**src/rtl/draw_cmd_pkg.sv**
```systemverilog
// Shared opcode map, FSM state encoding and field widths for the draw-command dispatcher.
package draw_cmd_pkg;

  localparam int OP_W      = 4;
  localparam int ENG_IDX_W = 2;

  localparam logic [OP_W-1:0] OP_SPIXEL  = 4'h0;
  localparam logic [OP_W-1:0] OP_RECT_SP = 4'h1;
  localparam logic [OP_W-1:0] OP_RECT_PX = 4'h9;
  localparam logic [OP_W-1:0] OP_CHAR    = 4'hA;

  typedef enum logic [2:0] {IDLE, POP, DECODE, RUN, WAIT_DONE} state_e;

  // Decoded opcode: hit = known opcode, idx = engine that executes it.
  typedef struct packed {
    logic                 hit;
    logic [ENG_IDX_W-1:0] idx;
  } eng_sel_t;

  function automatic eng_sel_t op_to_eng(input logic [OP_W-1:0] op);
    eng_sel_t sel;
    sel = '0;
    case (op)
      OP_SPIXEL:  sel = '{hit: 1'b1, idx: 2'd0};
      OP_RECT_SP: sel = '{hit: 1'b1, idx: 2'd1};
      OP_RECT_PX: sel = '{hit: 1'b1, idx: 2'd2};
      OP_CHAR:    sel = '{hit: 1'b1, idx: 2'd3};
      default:    sel = '0;
    endcase
    return sel;
  endfunction

  // Opcodes whose command may be split in two words; bit0 = 0 marks the first half.
  function automatic logic is_split_op(input logic [OP_W-1:0] op);
    return (op == OP_RECT_PX) || (op == OP_CHAR);
  endfunction

endpackage

```
**src/rtl/draw_cmd_dispatcher_wport.sv**
```systemverilog
// Owner-indexed VGA RAM write-port mux; flags writes from engines that do not hold the port.
module draw_wport_mux
  import draw_cmd_pkg::*;
#(
  parameter int NUM_ENG    = 4,
  parameter int ADDR_WIDTH = 19,
  parameter int DATA_WIDTH = 8
) (
  input  logic                             clk,
  input  logic                             rst_n,
  input  logic [ENG_IDX_W-1:0]             owner_i,
  input  logic                             owner_vld_i,
  input  logic [NUM_ENG*ADDR_WIDTH-1:0]    eng_addr_i,
  input  logic [NUM_ENG*DATA_WIDTH-1:0]    eng_data_i,
  input  logic [NUM_ENG-1:0]               eng_wren_i,
  output logic [ADDR_WIDTH-1:0]            ram_addr_o,
  output logic [DATA_WIDTH-1:0]            ram_data_o,
  output logic                             ram_wren_o,
  output logic                             err_collision_o
);

  logic [NUM_ENG-1:0] gnt;
  logic               err_col_d, err_col_q;

  // One-hot grant; empty when nobody owns the port.
  always_comb begin
    gnt = '0;
    if (owner_vld_i) gnt[owner_i] = 1'b1;
  end

  // AND-OR select of the granted slice; zero-latency path from engine to RAM.
  always_comb begin
    ram_addr_o = '0;
    ram_data_o = '0;
    for (int i = 0; i < NUM_ENG; i++) begin
      if (gnt[i]) begin
        ram_addr_o |= eng_addr_i[i*ADDR_WIDTH +: ADDR_WIDTH];
        ram_data_o |= eng_data_i[i*DATA_WIDTH +: DATA_WIDTH];
      end
    end
    ram_wren_o = |(eng_wren_i & gnt);
    err_col_d  = |(eng_wren_i & ~gnt);
  end

  // Collision flag is registered so it never feeds back combinationally.
  always_ff @(posedge clk or negedge rst_n) begin
    if (!rst_n) err_col_q <= 1'b0;
    else        err_col_q <= err_col_d;
  end

  assign err_collision_o = err_col_q;

endmodule

```
**src/rtl/draw_cmd_dispatcher.sv**
```systemverilog
// Pops draw commands, starts exactly one engine per command and grants it the RAM write port.
module draw_cmd_dispatcher
  import draw_cmd_pkg::*;
#(
  parameter int          CMD_WIDTH  = 32,
  parameter int          NUM_ENG    = 4,
  parameter int          ADDR_WIDTH = 19,
  parameter int          DATA_WIDTH = 8,
  parameter logic [23:0] TIMEOUT    = 24'd4000000
) (
  input  logic                          clk,
  input  logic                          rst_n,
  input  logic                          en,
  input  logic                          ff_empty,
  output logic                          ff_rden,
  input  logic [CMD_WIDTH-1:0]          ff_rdat,
  input  logic                          ff_rvld,
  output logic [CMD_WIDTH-1:0]          eng_cmd,
  output logic [NUM_ENG-1:0]            eng_vld,
  input  logic [NUM_ENG-1:0]            eng_done,
  input  logic [NUM_ENG*ADDR_WIDTH-1:0] eng_addr,
  input  logic [NUM_ENG*DATA_WIDTH-1:0] eng_data,
  input  logic [NUM_ENG-1:0]            eng_wren,
  output logic [ADDR_WIDTH-1:0]         ram_addr,
  output logic [DATA_WIDTH-1:0]         ram_data,
  output logic                          ram_wren,
  output logic                          busy,
  output logic                          err_opcode,
  output logic                          err_timeout,
  output logic                          err_collision
);

  state_e                state_q, state_d;
  logic [ENG_IDX_W-1:0]  owner_q, owner_d;
  logic                  own_vld_q, own_vld_d;
  logic [CMD_WIDTH-1:0]  cmd_q, cmd_d;
  logic [23:0]           cnt_q, cnt_d;
  logic [OP_W-1:0]       op;
  eng_sel_t              sel;
  logic                  tmo;

  assign op  = cmd_q[CMD_WIDTH-1 -: OP_W];
  assign sel = op_to_eng(op);
  assign tmo = (cnt_q == TIMEOUT);

  // State, owner and command registers.
  always_ff @(posedge clk or negedge rst_n) begin
    if (!rst_n) begin
      state_q   <= IDLE;
      owner_q   <= '0;
      own_vld_q <= 1'b0;
      cmd_q     <= '0;
      cnt_q     <= '0;
    end else begin
      state_q   <= state_d;
      owner_q   <= owner_d;
      own_vld_q <= own_vld_d;
      cmd_q     <= cmd_d;
      cnt_q     <= cnt_d;
    end
  end

  // Next-state and strobes. rst_n gates the pop so the FIFO is untouched while held in reset.
  always_comb begin
    state_d     = state_q;
    owner_d     = owner_q;
    own_vld_d   = own_vld_q;
    cmd_d       = cmd_q;
    ff_rden     = 1'b0;
    eng_vld     = '0;
    err_opcode  = 1'b0;
    err_timeout = 1'b0;
    case (state_q)
      IDLE: begin
        ff_rden = en & ~ff_empty & rst_n;
        if (ff_rden) state_d = POP;
      end
      POP: begin
        if (ff_rvld) begin
          cmd_d   = ff_rdat;
          state_d = DECODE;
        end else if (tmo) begin
          err_timeout = 1'b1;
          state_d     = IDLE;
        end
      end
      DECODE: begin
        if (sel.hit) begin
          owner_d   = sel.idx;
          own_vld_d = 1'b1;
          state_d   = RUN;
        end else begin
          err_opcode = 1'b1;
          state_d    = IDLE;
        end
      end
      RUN: begin
        eng_vld[owner_q] = 1'b1;
        // First half of a split command: engine finishes silently, release immediately.
        if (is_split_op(op) && !cmd_q[0]) begin
          owner_d   = '0;
          own_vld_d = 1'b0;
          state_d   = IDLE;
        end else begin
          state_d = WAIT_DONE;
        end
      end
      WAIT_DONE: begin
        // done wins over a coincident timeout
        if (eng_done[owner_q]) begin
          owner_d   = '0;
          own_vld_d = 1'b0;
          state_d   = IDLE;
        end else if (tmo) begin
          err_timeout = 1'b1;
          owner_d     = '0;
          own_vld_d   = 1'b0;
          state_d     = IDLE;
        end
      end
      default: state_d = IDLE;
    endcase
    // Counter restarts on every state change and only runs in the two wait states.
    if ((state_d != state_q) || !((state_q == POP) || (state_q == WAIT_DONE))) cnt_d = '0;
    else cnt_d = cnt_q + 24'd1;
  end

  assign eng_cmd = cmd_q;
  assign busy    = (state_q != IDLE);

  draw_wport_mux #(
    .NUM_ENG   (NUM_ENG),
    .ADDR_WIDTH(ADDR_WIDTH),
    .DATA_WIDTH(DATA_WIDTH)
  ) u_wport (
    .clk            (clk),
    .rst_n          (rst_n),
    .owner_i        (owner_q),
    .owner_vld_i    (own_vld_q),
    .eng_addr_i     (eng_addr),
    .eng_data_i     (eng_data),
    .eng_wren_i     (eng_wren),
    .ram_addr_o     (ram_addr),
    .ram_data_o     (ram_data),
    .ram_wren_o     (ram_wren),
    .err_collision_o(err_collision)
  );

endmodule

```
**config.mk**
```make
export PLATFORM = sky130hd
export DESIGN_NAME = draw_cmd_dispatcher
export DESIGN_NICKNAME = d
export VERILOG_FILES = /design/src/rtl/draw_cmd_pkg.sv /design/src/rtl/draw_cmd_dispatcher_wport.sv /design/src/rtl/draw_cmd_dispatcher.sv
export SDC_FILE = /design/constraint.sdc
export NUM_CORES = 1
export LEC_CHECK = 0
export ABC_AREA = 1
export CORE_ASPECT_RATIO = 1.1
export CORE_UTILIZATION = 35
export CTS_CLUSTER_DIAMETER = 40
export DETAILED_ROUTE_END_ITERATION = 8
export GPL_TIMING_DRIVEN = 0
export HOLD_SLACK_MARGIN = 0.03
export PLACE_DENSITY = 0.78
export RECOVER_POWER = 25
export SLEW_MARGIN = 20
export SYNTH_ARGS = -nofsm -noshare
export SYNTH_HDL_FRONTEND = slang
export SYNTH_SLANG_ARGS = --single-unit
export TNS_END_PERCENT = 100
```
**constraint.sdc**
```tcl
create_clock -name clk -period 1.6 [get_ports clk]
set_input_delay 0.32 -clock clk [delete_from_list [all_inputs] [get_ports clk]]
set_output_delay 0.32 -clock clk [all_outputs]
set_load 0.02 [all_outputs]
```
# Yosys cells after proc, flatten, opt, wreduce, memory -nomap -nowiden
# Index checks and enable logic that the tools add are counted.
# word_totals
inputBits	153
register_bits	63
output_inout_bits	69
# op_classes
order_cmp	2
mux	40
n_addsub	1
n_reduce_logical	15
eq_ne	12
bitwise	12
# ops
op	count
19-bit two-way mux	4
19-bit OR	3
8-bit two-way mux	4
24-bit by 1-bit adder with 24-bit output (second input constant)	1
24-bit by 22-bit == test with 1-bit output (second input constant)	1
24-bit two-way mux	1
8-bit OR	3
3-bit two-way mux	5
3-bit one-hot mux with 5 select lines	1
1-bit two-way mux	12
3-bit one-hot mux with 4 select lines	1
2-bit two-way mux	5
4-bit AND	2
4-bit == test (second input constant)	2
4-bit two-way mux	2
4-bit OR reduction	2
3-bit by 2-bit == test with 1-bit output (second input constant)	2
2-bit one-hot mux with 3 select lines	1
3-bit nonzero test	2
4-bit by 1-bit == test with 1-bit output (second input constant)	1
4-bit logical NOT	1
2-bit inequality test (second input constant)	2
4-bit inverter	1
4-bit AND reduction	1
other kinds (17)	22

# Depth between registers and ports, before layout
# depth
word_depth	12
mapped_depth	12
depth_no_buf	11

# Cells and area by module
# A second synthesis with hierarchy kept.
# hier_totals
hier_cells	668
hier_area_um2	4649.5
# modules_own_cells
module	seq_area_each_um2	area_per_inst_um2	cells_each	instances
draw_cmd_dispatcher	1551.5	3274.4	349	1
draw_wport_mux	25.0	1375.1	319	1

# Worst setup path after synthesis
# Ideal clock, no wire load.
# synth_timing
kind	reg-to-output
startpoint	reg owner_q[1]
endpoint	out ram_addr[16]
path_slack_ns	-0.078
arrival_time_ns	1.358
stages_incl_launch_ff	8
path_cell_list	dfrtp_1 > buf_4 > inv_1 > nand3_1 > inv_2 > buf_1 > nand2_1 > nand4_1
# synth_via
elab_chain_cells	12
word_cells_on_any_way	13
cone_classes	order compare (2); mux (7); bitwise (3); reduce/logical (1)
# synth_rtl
element	line	text
start: declaration	draw_cmd_dispatcher.sv:34	logic [ENG_IDX_W-1:0] owner_q, owner_d;
start signal: assignment	draw_cmd_dispatcher.sv:56	owner_q <= owner_d;
2-bit by 3-bit < comparator with 1-bit output (implied by the code) or 2-bit by 1-bit >= comparator with 1-bit output (tied branches)	draw_cmd_dispatcher_wport.sv:28	if (owner_vld_i) gnt[owner_i] = 1'b1;
1-bit logical AND (implied by the code)	draw_cmd_dispatcher_wport.sv:28	
1-bit two-way mux (implied by the code)	draw_cmd_dispatcher_wport.sv:28	
1-bit demux with 2-bit select *	--	
4-bit two-way mux *	draw_cmd_dispatcher_wport.sv:28	
19-bit two-way mux	draw_cmd_dispatcher_wport.sv:36	if (gnt[i]) begin
19-bit OR	draw_cmd_dispatcher_wport.sv:37	ram_addr_o |= eng_addr_i[i*ADDR_WIDTH +: ADDR_WIDTH];
19-bit two-way mux	draw_cmd_dispatcher_wport.sv:36	
19-bit OR	draw_cmd_dispatcher_wport.sv:37	
19-bit two-way mux	draw_cmd_dispatcher_wport.sv:36	
19-bit OR	draw_cmd_dispatcher_wport.sv:37	
19-bit two-way mux *	draw_cmd_dispatcher_wport.sv:36	
end: declaration	draw_cmd_dispatcher.sv:24	output logic [ADDR_WIDTH-1:0] ram_addr,
# Every way passes the cells marked *; elsewhere a longest branch is shown, timed or not.

# Worst setup path in the final report
# layout_timing
startpoint	reg state_q[1]
endpoint	out err_timeout
# layout_via
elab_chain_cells	2
word_cells_on_any_way	3
cone_classes	eq/ne (2); mux (1)
# layout_rtl
element	line	text
start: declaration	draw_cmd_dispatcher.sv:33	state_e state_q, state_d;
start signal: assignment	draw_cmd_dispatcher.sv:55	state_q <= state_d;
3-bit == test or 3-bit by 1-bit == test with 1-bit output (tied branches)	draw_cmd_dispatcher.sv:73	case (state_q)
1-bit one-hot mux with 2 select lines *	draw_cmd_dispatcher.sv:73	
end: declaration	draw_cmd_dispatcher.sv:29	output logic err_timeout,
# Marked as above.

==> impl_metrics.env <==
export IMPL_status="complete, but fails checks"
export IMPL_violations="negative setup slack"
export IMPL_max_freq_mhz=467.4
export IMPL_regArea_mm2=0.001580
export IMPL_timing_critical_path_slowest_cell_delay_ns=0.47
export IMPL_postRouteAntennaNets=0
export IMPL_n_fill_cell=694
export IMPL_drt_iter0_markers=321
export IMPL_avgRoutedWirePerCell_um=20.15
export IMPL_use_met3_pct=10.11
export IMPL_finalSetupViolations=61
export IMPL_grt_use_total_pct=29.43
export IMPL_setup_tns_final_ns=-16.14
export IMPL_final_setup_worst_slack_ns=-0.5394
export IMPL_critical_path_arrival_ns=1.82
export IMPL_ys_types=32
export IMPL_grt_pass1_wl_um=25360
export IMPL_seq_area_frac_synth_pct=41.33
export IMPL_cap_violations=0
export IMPL_drc=0
export IMPL_relSlewSlack_pct=10.86
export IMPL_vias=4817
export IMPL_grt_ovfl_total=0
export IMPL_clk_latency_ns=0.33
export IMPL_area_growth_pct=100.7
export IMPL_crit_type="reg -> out"
export IMPL_slowest_stage="dfrtp_2"
export IMPL_synth_area_leaders="dfrtp_1, nand2_1, mux2_2"
export IMPL_synth_top_cell_area_share_pct=41.33
export IMPL_multiInputGateArea_mm2=0.002465
export IMPL_rr_worst_depth=9
export IMPL_gr_usage_met1_pct=29.54
export IMPL_rows=39
export IMPL_ys_warn_count=0
export IMPL_die_width_um=101.5
export IMPL_leakage_nw=3.425
export IMPL_die_y_um=111.5
export IMPL_antenna_found_initial=0
export IMPL_synth_cells=480
export IMPL_first_pass_iters=5
export IMPL_start_util_pct=36.36
export IMPL_clockRootBuffer="clkbuf_16"
export IMPL_fin_crit_ns=2.139
export IMPL_yosysMostFrequentCell="nand2_1"
export IMPL_grt_max_degree=25
export IMPL_io_buffers=221
export IMPL_clk_pin_slew_ns=0.06
export IMPL_num_antenna_cells=0
export IMPL_cts_tree="yes"
export IMPL_cts_buffers=9
export IMPL_place_gp_congestion=0.9111
export IMPL_worstMarginPinSlew_ns=1.337
export IMPL_grt_pass1_vias=4953
export IMPL_fin_skew_ns=0.007258
export IMPL_cp_num_buf_inv=2
export IMPL_crit_fanout=4
export IMPL_syn_area_per_cell_um2=7.948
export IMPL_busiest_layer="met2"
export IMPL_netlist_area_mm2=0.003815
export IMPL_synth_top_area_cell="dfrtp_1"
export IMPL_path_cells="nor2_2 > inv_1 > a21oi_1 > nand3_1 > nor2_4 > buf_6"
export IMPL_routed_wl_um=18450
export IMPL_synth_edff_count=0
export IMPL_startpoint_type="register"
export IMPL_drive_above_1_share_pct=36.61
export IMPL_die_area_mm2=0.01132
export IMPL_cts_htree_levels=3
export IMPL_synth_ff_type="dfrtp_1"
export IMPL_cp_depth=6
export IMPL_nets=923
export IMPL_cp_data_required_time_ns=1.28
export IMPL_vdd_drop_max_mv=1.073
export IMPL_drv_slew=0
export IMPL_synth_seq_cells=63
export IMPL_crit_family="simple AND/OR/NAND/NOR gates"
export IMPL_synth_common_cells="nand2_1, dfrtp_1, nand3_1"
export IMPL_viasPerCell=5.259
export IMPL_core_area_mm2=0.01049
export IMPL_clk_path_buf_depth=2
export IMPL_io_pins=222
export IMPL_synth_async_reset_ratio_pct=100.0
export IMPL_power_density_mw_per_mm2=1203
export IMPL_fin_crit_sh_pct=133.7
export IMPL_finalCoreUtilization_pct=72.98
export IMPL_hold_violations=0
export IMPL_synth_nets=635
export IMPL_clock_sinks=63
export IMPL_hp_class="in -> async"
export IMPL_rsz0062_at_grt="yes"
export IMPL_met2_usage_pct=53.20
export IMPL_crit_path_end_kind="output port"
export IMPL_post_dp_hpwl_um=11590
==> final timing paths <==
path,slack [ns],from,to
worst min-delay path,0.47,rst_n,eng_cmd[1]
max in group asynchronous,0.25,rst_n,state_q[1]
worst max-delay path,-0.54,state_q[1],err_timeout
worst max register to register,-0.23,state_q[0],cnt_q[3]
worst min register to register,0.50,eng_cmd[25],eng_cmd[25]
min in group clk,0.50,eng_cmd[25],eng_cmd[25]
==> layout make-up <==
| type | instances | area share (%) |
|---|---|---|
| inverters | 42 | 2.451 |
| multi-input cells | 360 | 32.19 |
| flip-flops and latches | 63 | 20.64 |
| clock inverters | 6 | 1.193 |
| clock buffers | 10 | 3.121 |
| repair buffers | 276 | 35.23 |
| plain buffers | 15 | 2.713 |
| repair inverters | 1 | 0.1144 |
| well taps | 143 | 2.337 |
==> where the power goes <==
group          switching (mW)  internal (mW)  total, mW
Sequential              0.310           2.06       2.37
Combinational            2.52           2.19       4.70
Clock                   0.724           1.41       2.13
==> registers in the layout, summed over array words and instances (netlist names) <==
name,count
cnt_q,24
eng_cmd,32
own_vld_q,1
owner_q,2
state_q,3
u_wport.err_collision_o,1
==> cells in the final DEF (no fill, tap or decap), types with 4 or more instances in the layout <==
master	synthesis	layout
dlymetal6s2s_1	0	6
a22oi_2	0	22
nand2_4	0	4
xor2_1	15	15
inv_2	6	11
nand4_1	14	14
nand3_1	43	17
dlygate4sd2_1	0	27
buf_6	2	48
nor2_1	42	36
nand3_2	2	23
nand2_2	1	20
clkdlybuf4s50_1	0	151
a21oi_1	6	5
buf_8	0	6
nand2_1	133	110
nor3_1	12	7
nor2_2	20	20
dfrtp_1	63	60
buf_4	2	42
clkbuf_16	0	11
inv_6	0	4
nand3_4	0	5
inv_1	36	24
nor3_2	3	6
nor2_4	2	8
mux2_2	28	28
==> routing by layer <==
metal | share of wire [%] | vias to the layer above
li1 | - | 2168
met1 | 36 | 2332
met2 | 49 | 259
met3 | 11 | 58
met4 | 4.8 | 0
met5 | 0 | -
==> repair_timing <==
action | 4_1_cts | 5_1_grt
setup endpoints to repair | 89 | 90
hold buffers | 2 | 0
setup buffers | 39 | 8
pin swaps | 46 | 32
hold endpoints to repair | 16 | 0
resized for setup | 370 | 69
gates cloned | 10 | 0
==> metrics by stage <==
step | cell area, um^2 | total power, mW | cells | hold slack, ns | worst slack, ns
2_1_floorplan | 3825 | 4.258 | 480 | 0.02441 | 0.01262
3_3_place_gp | 6216 | 6.223 | 844 | 0.4873 | -2.879
3_5_place_dp | 6241 | 6.317 | 845 | 0.2114 | -0.8706
4_1_cts | 7498 | 8.922 | 912 | 0.06741 | -0.4481
5_1_grt | 7656 | 9.580 | 916 | 0.5185 | -0.6154
6_report | 7656 | 9.207 | 916 | 0.4737 | -0.5394
==> logic make-up after synthesis <==
| family | after synthesis | share of synthesized area [%] |
|---|---|---|
| and+or+nand+nor | 277 | 33.03 |
| DFF | 63 | 41.32 |
| buffers and inverters | 57 | 6.297 |
| AOI/OAI and AO/OA | 35 | 6.297 |
| muxes | 28 | 8.265 |
| xor gates and xnor gates | 18 | 4.133 |
| adders and majority gates | 2 | 0.6558 |
(Power assumes the default switching activity.)
